### src/rtl/sya_act_feeder.sv
// Left-edge feeder for the systolic bank: skews lane r by r+1 advance steps behind vld/acc_reset.
// Every output holds while bank_rdy is low; in_act_rdy follows bank_rdy only while feeding.
module sya_act_feeder #(
  parameter int NUM_ROW   = 16,
  parameter int ACT_WIDTH = 8,
  parameter int CNT_WIDTH = 16
) (
  input  logic                         clk,
  input  logic                         rst,
  input  logic                         cfg_start,
  input  logic [CNT_WIDTH-1:0]         cfg_num_chn,
  input  logic [CNT_WIDTH-1:0]         cfg_num_grp,
  input  logic                         in_act_vld,
  output logic                         in_act_rdy,
  input  logic [ACT_WIDTH*NUM_ROW-1:0] in_act,
  input  logic                         bank_rdy,
  output logic                         out_vld_left,
  output logic                         out_acc_reset_left,
  output logic [ACT_WIDTH*NUM_ROW-1:0] out_act_left,
  output logic                         busy,
  output logic                         done
);

  localparam int DW = $clog2(NUM_ROW + 2);

  typedef enum logic [1:0] {S_IDLE, S_FEED, S_DRAIN, S_DONE} state_t;

  state_t               state_q;
  logic [CNT_WIDTH-1:0] num_chn_q;
  logic [CNT_WIDTH-1:0] num_grp_q;
  logic [CNT_WIDTH-1:0] chn_cnt_q;
  logic [CNT_WIDTH-1:0] grp_cnt_q;
  logic [DW-1:0]        drain_cnt_q;
  logic                 vld_q;
  logic                 acc_q;
  logic                 busy_q;
  logic                 done_q;

  logic xfer;
  logic last_chn;
  logic last_grp;

  assign in_act_rdy = (state_q == S_FEED) && bank_rdy;
  assign xfer       = in_act_rdy && in_act_vld;
  assign last_chn   = (chn_cnt_q == num_chn_q - CNT_WIDTH'(1));
  assign last_grp   = (grp_cnt_q == num_grp_q - CNT_WIDTH'(1));

  always_ff @(posedge clk) begin
    if (rst) begin
      state_q     <= S_IDLE;
      num_chn_q   <= '0;
      num_grp_q   <= '0;
      chn_cnt_q   <= '0;
      grp_cnt_q   <= '0;
      drain_cnt_q <= '0;
      vld_q       <= 1'b0;
      acc_q       <= 1'b0;
      busy_q      <= 1'b0;
      done_q      <= 1'b0;
    end else begin
      // A stalled step without a transfer keeps the previous beat on the edge.
      if (bank_rdy) begin
        vld_q <= xfer;
        acc_q <= xfer && (chn_cnt_q == '0);
      end
      case (state_q)
        S_IDLE: begin
          if (cfg_start) begin
            num_chn_q   <= cfg_num_chn;
            num_grp_q   <= cfg_num_grp;
            chn_cnt_q   <= '0;
            grp_cnt_q   <= '0;
            drain_cnt_q <= '0;
            busy_q      <= 1'b1;
            if ((cfg_num_chn == '0) || (cfg_num_grp == '0)) begin
              state_q <= S_DONE;
              done_q  <= 1'b1;
            end else begin
              state_q <= S_FEED;
            end
          end
        end
        S_FEED: begin
          if (xfer) begin
            if (last_chn) begin
              chn_cnt_q <= '0;
              grp_cnt_q <= grp_cnt_q + CNT_WIDTH'(1);
            end else begin
              chn_cnt_q <= chn_cnt_q + CNT_WIDTH'(1);
            end
            if (last_chn && last_grp) begin
              state_q <= S_DRAIN;
            end
          end
        end
        S_DRAIN: begin
          // NUM_ROW+1 steps flush the deepest lane back to zero.
          if (bank_rdy) begin
            if (drain_cnt_q == DW'(NUM_ROW)) begin
              state_q <= S_DONE;
              done_q  <= 1'b1;
            end else begin
              drain_cnt_q <= drain_cnt_q + DW'(1);
            end
          end
        end
        S_DONE: begin
          state_q <= S_IDLE;
          busy_q  <= 1'b0;
          done_q  <= 1'b0;
        end
        default: state_q <= S_IDLE;
      endcase
    end
  end

  assign out_vld_left       = vld_q;
  assign out_acc_reset_left = acc_q;
  assign busy               = busy_q;
  assign done               = done_q;

  // Lane r: r+1 skew stages followed by the output stage.
  for (genvar r = 0; r < NUM_ROW; r++) begin : g_lane
    logic [ACT_WIDTH-1:0] pipe_q [0:r];
    logic [ACT_WIDTH-1:0] lane_q;

    always_ff @(posedge clk) begin
      if (rst) begin
        for (int k = 0; k <= r; k++) begin
          pipe_q[k] <= '0;
        end
        lane_q <= '0;
      end else if (bank_rdy) begin
        pipe_q[0] <= xfer ? in_act[r*ACT_WIDTH +: ACT_WIDTH] : '0;
        for (int k = 1; k <= r; k++) begin
          pipe_q[k] <= pipe_q[k-1];
        end
        lane_q <= pipe_q[r];
      end
    end

    assign out_act_left[r*ACT_WIDTH +: ACT_WIDTH] = lane_q;
  end

endmodule
### config.mk
export PLATFORM = sky130hd
export DESIGN_NAME = sya_act_feeder
export DESIGN_NICKNAME = d
export VERILOG_FILES = /design/src/rtl/sya_act_feeder.sv
export SDC_FILE = /design/constraint.sdc
export NUM_CORES = 1
export LEC_CHECK = 0
export ABC_AREA = 1
export CAP_MARGIN = 20
export CORE_ASPECT_RATIO = 1.2
export CORE_MARGIN = 2
export CORE_UTILIZATION = 40
export CTS_CLUSTER_DIAMETER = 30
export DETAILED_ROUTE_END_ITERATION = 16
export MAX_ROUTING_LAYER = met4
export PLACE_DENSITY = 0.62
export SKIP_CTS_REPAIR_TIMING = 1
export SLEW_MARGIN = 10
export SYNTH_ARGS = -nofsm -noshare
export SYNTH_HDL_FRONTEND = slang
export SYNTH_SLANG_ARGS = --single-unit
### constraint.sdc
create_clock -name clk -period 42.8 [get_ports clk]
set_input_delay 12.84 -clock clk [delete_from_list [all_inputs] [get_ports clk]]
set_output_delay 12.84 -clock clk [all_outputs]
set_load 0.03 [all_outputs]
==> results of run 1 <==
per-layer routing:
layer | share of wire | GRT usage | routed length [um] | vias up
met5 | 0 | - | 0 | -
li1 | - | - | - | 15400
met1 | 0.45 | 0.183 | 41000 | 13700
met3 | 0.062 | 0.0434 | 5630 | 184
met2 | 0.46 | 0.226 | 42000 | 595
met4 | 0.026 | 0.0557 | 2380 | 0
cell usage after synthesis, types with 2 or more instances:
library cell  count
ha_1             11
clkbuf_1        175
buf_1             7
nor2_1         1195
buf_2             5
clkinv_1          2
nand4_1          17
nand3_2           2
edfxtp_1       1088
xor2_1           27
nand2_1         435
nand2_4           2
nand3b_1          7
buf_4             3
nand2_2           6
nor4_1           11
nand3_1          62
a21oi_1         188
inv_2             6
xnor2_1          12
o21ai_0          44
clkbuf_2          2
dfxtp_1         203
nor2_2           13
nor3_1           13
inv_1          1171
nor2_4            2
state kept, by name (all words and copies together), names as in the netlist, 2 cells and up:
name,cells
state_q,2
num_chn_q,16
num_grp_q,16
grp_cnt_q,16
g_lane.pipe_q,1088
g_lane.lane_q,128
chn_cnt_q,16
drain_cnt_q,5
area by class of cell:
| type | count | area share |
|---|---|---|
| multi-input combinational | 2059 | 0.137 |
| clock buffer | 273 | 0.0971 |
| tap | 1656 | 0.0327 |
| clock inverter | 173 | 0.0315 |
| antenna | 9 | 0.000355 |
| timing repair buffer | 327 | 0.0519 |
| sequential | 1291 | 0.579 |
| inverter | 1180 | 0.0701 |
cells by family after synthesis:
family                   synth area share
AO/OA/AOI/OAI                      0.0242
XOR/XNOR                          0.00675
adder cells (fa/ha/maj)           0.00272
buffers and inverters               0.103
flip-flops                          0.726
AND/OR/NAND/NOR                     0.138
metrics by stage:
stage	hold slack (ps)	instance area [um2]	power [uW]
after floorplan	459	50600	1740
after global placement	436	55100	1770
after detailed placement	435	55100	1770
after CTS	443	63300	3640
after global routing	456	63400	3740
final	449	63400	3590
critical path: stages:
cell             delay (ps)
buf_6                   430
nand2_1                 100
inv_1                    80
clkdlybuf4s50_1         660
worst paths after layout:
kind / from / endpoint / cells after the start / slack [ps]
min: done$_SDFFE_PP0P_ / done$_SDFFE_PP0P_ / 2 / 450
max reg2reg: state_q[0]$_SDFFE_PP0P_ / grp_cnt_q[1]$_SDFFE_PP0P_ / 11 / 38970
min reg2reg: done$_SDFFE_PP0P_ / done$_SDFFE_PP0P_ / 2 / 450
max: bank_rdy / in_act_rdy / 4 / 15840
report_power, final:
part | switching [uW] | total [uW] | internal, uW | leakage (uW)
Sequential | 33.8 | 1490 | 1450 | 0.0137
Combinational | 172 | 256 | 83.7 | 0.00808
Clock | 640 | 1850 | 1210 | 0.00390
==> impl_results.md, run 1 <==
* Crit path time final at 26960 ps
* Clock Sinks at ~1300
* Outcome: complete, no violations
* Share of Yosys cell area claimed by the top area cell type at 0.646
* Commonest non-fill, non-tap cell in the layout: nor2_1
* Max-Cap Viols at 0
* Final Max Slew Viols at 0
* Final Util at 0.506
* Fin. Hold Viols at 0
* Synth Area per Inst at between 10 and 15 um2
* Synthesis Warnings at 0
* Final WS setup at about 16000 ps
* TritonCTS clock tree: done
* Die area at about 130000 um2
* Post-placement worst setup slack at ~16000 ps
* Syn Std Cell Area at between 50000 and 60000 um2
* Power density cells at between 50 and 60 nW/um2
* RePlAce Congestion at roughly 0.86
* Clk slew on worst S/H paths at 50 ps
* Layout cells sized above 1 at 0.0898
* Largest net degree at the start of global routing at approximately 200
* Port bufs at ~300
* Wire per inst at approximately 13 um
* Die span in x at between 300 and 400 um
* Total CTS buffers at about 230
* Hold Path Class: reg2reg
* Ranking of synthesized cells by area: edfxtp_1 65%, nor2_1 8.9%, inv_1 8.7%
* GRT Resource Usage Total at 0.147
* Share of async-settable or async-resettable flops after synthesis at 0
* Largest fanout on the critical path at 55
* Vias in the first global route at 29400
* I/O pin count at 298
* Seq cells post-synth at around 1300
* Crit start category: input port
* Nets at between 5000 and 6000
* Commonest cells after routing, fill and taps aside: 1195 x nor2_1, 1170 x inv_1, 1088 x edfxtp_1
* Fmax at roughly 0.037 GHz
* Worst-Skew Late Latency at between 800 and 900 ps
* Initial antenna violation count at 10
* Post-Syn Nets at between 4000 and 5000
* Yosys cell types at 42
* Initial core utilization at 0.404
* Sequential area share after synthesis at 0.726
* DRT antenna net count at 0
* Residual DRC at 0
* RSZ-0062 raised after global routing: no
* Post-Route WL at about 91000 um
* Post-synth top area cell: edfxtp_1
* Core area at approximately 130000 um2
* Multi-input combinational cell area at between 8000 and 9000 um2
* Post-synth EDFFs at between 1000 and 1500
* Die H at slightly below 400 um
* Synthesis-to-finish area growth at 25.3%
* Storage element area at about 37000 um2
* Dpl cells at roughly 6500
* Initial DRC Count at approximately 2000
* Clock root buffer: clkbuf_16
* Synth Flop Type: edfxtp_1
* Slew @ Worst Pin at 1080 ps
* Setup CP Type: in2out
* Clk_skew at ~50 ps
* Dpl hpwl at roughly 50000 um
* Static Leak at roughly 0.026 uW
* Post-Route Setup TNS at 0 ps
* DR vias/cell at between 4 and 5
* Crit path required time at 29960 ps
* Pre-antenna DRT Iters at 5
* Final Setup Violations at 0
* Peak supply drop at roughly 36 uV
* Setup crit end kind: primary output
* DR vias at just under 30000
* CP Data Arrival Time at 14120 ps
* Cells after synthesis at 4724
* Fin cells at between 6000 and 7000
* Grt total ovfl at 0
* Maximum root-to-sink buffer count at 3
* Relative slew slack at 0.283
* H-tree Lvls at 4
* Number of fillers in the final layout at 10900
* Final period util at 0.630
* Wire length of the first global-routing pass at roughly 150000 um
* Row count at approximately 140
Power figures use the tool's default switching activity.
==> run 2: changes to the inputs <==
- PLACE_DENSITY: 0.62 -> 0.64
- clock period: 42.8 -> 22.6 ns (I/O delays scaled with it)
==> run 2 against run 1 <==
Compared with the run above:
- non-clock buffer count down 2
- register-to-register slack got worse by 20000 ps
- worst setup slack got worse by 8000 ps
- clock skew decreased by 17 ps
- clock-buffer cell count decreased by 30
- critical endpoint unchanged
- die area unchanged
- hold slack lost 0.58 ps
- largest cell class unchanged
- global-route usage is 0.17 points lower
==> impl_results.md, run 2 (synthesis results as in run 1) <==
* Setup crit end kind: primary output
* Number of fillers in the final layout at 10900 (-0.33%)
* Core area at 125000 um2 (unchanged)
* Final Util at 0.503 (-0.00330)
* I/O pin count at 298 (unchanged)
* Post-Route Setup TNS at 0 ps (unchanged)
* Max FFs per register at 1088 (unchanged)
* Largest net degree at the start of global routing at 233 (+15%)
* H-tree Lvls at 4 (unchanged)
* Nets at 5256 (-0.25%)
* Crit path required time at 15820 ps (-14140 ps)
* Max-Cap Viols at 0 (unchanged)
* CP bufs+invs at 3 (unchanged)
* CP Data Arrival Time at 8000 ps (-6120 ps)
* Row count at 142 (unchanged)
* Worst path slowest cell: clkdlybuf4s50_1
* RSZ-0062 raised after global routing: no
* GRT Resource Usage Total at 0.145 (-0.00174)
* Initial core utilization at 0.404 (unchanged)
* Clock root buffer: clkbuf_16
* Crit-path leading delay family: buffers and inverters
* Dpl cells at 6507 (-0.046%)
* Largest fanout on the critical path at 53 (-3.6%)
* Wire length of the first global-routing pass at 147000 um (-1.8%)
* Slew @ Worst Pin at 1110 ps (+39.4 ps)
* Power density cells at 106 nW/um2 (+86%)
* Setup CP Type: in2out
* Vias in the first global route at 29200 (-0.91%)
* Dpl hpwl at 51400 um (about the same)
* RePlAce Congestion at 0.858 (about the same)
* Synthesis-to-finish area growth at 24.5%
* Port bufs at 297 (unchanged)
* Commonest non-fill, non-tap cell in the layout: nor2_1
* DR vias at 29900 (+0.25%)
* Final Max Slew Viols at 0 (unchanged)
* Static Leak at 0.0255 uW (-0.69%)
* Critical-path cell list: buf_6 -> nand2_1 -> inv_1 -> clkdlybuf4s50_1
* Post-Route WL at 90900 um (about the same)
* Fin. Hold Viols at 0 (unchanged)
* Grt total ovfl at 0 (unchanged)
* Relative slew slack at 0.257 (-0.0263)
* Storage element area at 36700 um2 (unchanged)
* Final period util at 0.654
* Initial DRC Count at 1972 (-0.40%)
* Final WS setup at 7820 ps (-8020 ps)
* DR vias/cell at 4.30 (+0.63%)
* Reg with most FFs: g_lane.pipe_q
* Die H at 394 um (unchanged)
* Commonest cells after routing, fill and taps aside: 1195 x nor2_1, 1170 x inv_1, 1088 x edfxtp_1
* Total CTS buffers at 223 (-4.7%)
* Crit start category: input port
* Die span in x at 329 um (unchanged)
* Die area at 129000 um2 (unchanged)
* Initial antenna violation count at 9 (-1)
* Peak supply drop at 73.2 uV (+100%)
* Pre-antenna DRT Iters at 5 (unchanged)
* Clk slew on worst S/H paths at 40 ps (about the same)
* Multi-input combinational cell area at 8690 um2 (+0.10%)
* TritonCTS clock tree: done
* Clk_skew at 33.1 ps (-17.1 ps)
* Fmax at slightly below 0.07 GHz
* Residual DRC at 0 (unchanged)
* Layout cells sized above 1 at 0.0883 (-0.00150)
* Critical Path Max Stage Delay at 670 ps (about the same)
* Wire per inst at 13.1 um (+0.31%)
* DRT antenna net count at 0 (unchanged)
* Crit path time final at 14780 ps
* Post-placement worst setup slack at 7780 ps (-8050 ps)
* Clock Sinks at 1291 (unchanged)
* Hold Path Class: reg2reg
* Fin cells at 6942 (-0.37%)
* Final Setup Violations at 0 (unchanged)
* Regs by FF count: g_lane.pipe_q x1088, g_lane.lane_q x128
* Outcome: complete, no violations
* Maximum root-to-sink buffer count at 3 (unchanged)
* Worst-Skew Late Latency at 800 ps (about the same)
[run 2: cell count changes in the layout (fill, tap and decap cells not counted), sizes merged, moves of 2 or more]
cell / previous run / this run
clkbuf: 273 / 243
inv: 1202 / 1226
bufinv: 29 / 22
clkinvlp: 32 / 25
diode: 9 / 6
buf: 32 / 30
[run 2: where the power goes]
| group | total [uW] | internal [uW] | switching, uW |
|---|---|---|---|
| Combinational | 486 | 159 | 326 |
| Clock | 3350 | 2120 | 1230 |
| Sequential | 2820 | 2750 | 64.6 |
[run 2: worst paths after layout]
check | start | to | slack [ps] | depth (start not counted)
max reg2reg | state_q[0]$_SDFFE_PP0P_ | grp_cnt_q[1]$_SDFFE_PP0P_ | 18750 | 11
max | bank_rdy | in_act_rdy | 7820 | 4
min | done$_SDFFE_PP0P_ | done$_SDFFE_PP0P_ | 450 | 2
min reg2reg | done$_SDFFE_PP0P_ | done$_SDFFE_PP0P_ | 450 | 2
[run 2: through the flow]
stage                     power, uW  hold WS [ps]  instance area [um2]
after CTS                      6730           451                62900
after floorplan                3250           459                50600
after global placement         3340           437                55100
after detailed placement       3350           443                55100
after global routing           6920           468                63000
final                          6650           448                63000
[run 2: worst min-delay path, stage by stage (launching register included)]
cell,delay [ps]
dfxtp_1,300
inv_1,50
a21oi_1,50
[run 2: cell type report]
type / instances / area share
diodes: 6 / 0.000238
clock buffers: 243 / 0.0906
clock inverters: 182 / 0.0319
inverters: 1180 / 0.0706
multi-input cells: 2059 / 0.138
flip-flops and latches: 1291 / 0.583
well taps: 1656 / 0.0329
repair buffers: 325 / 0.0525
[run 2: per-layer routing]
metal,share of wire,GRT usage,up-vias
li1,-,-,15300
met1,0.45,0.182,13700
met2,0.46,0.221,676
met3,0.071,0.0430,178
met4,0.026,0.0568,0
met5,0,-,-
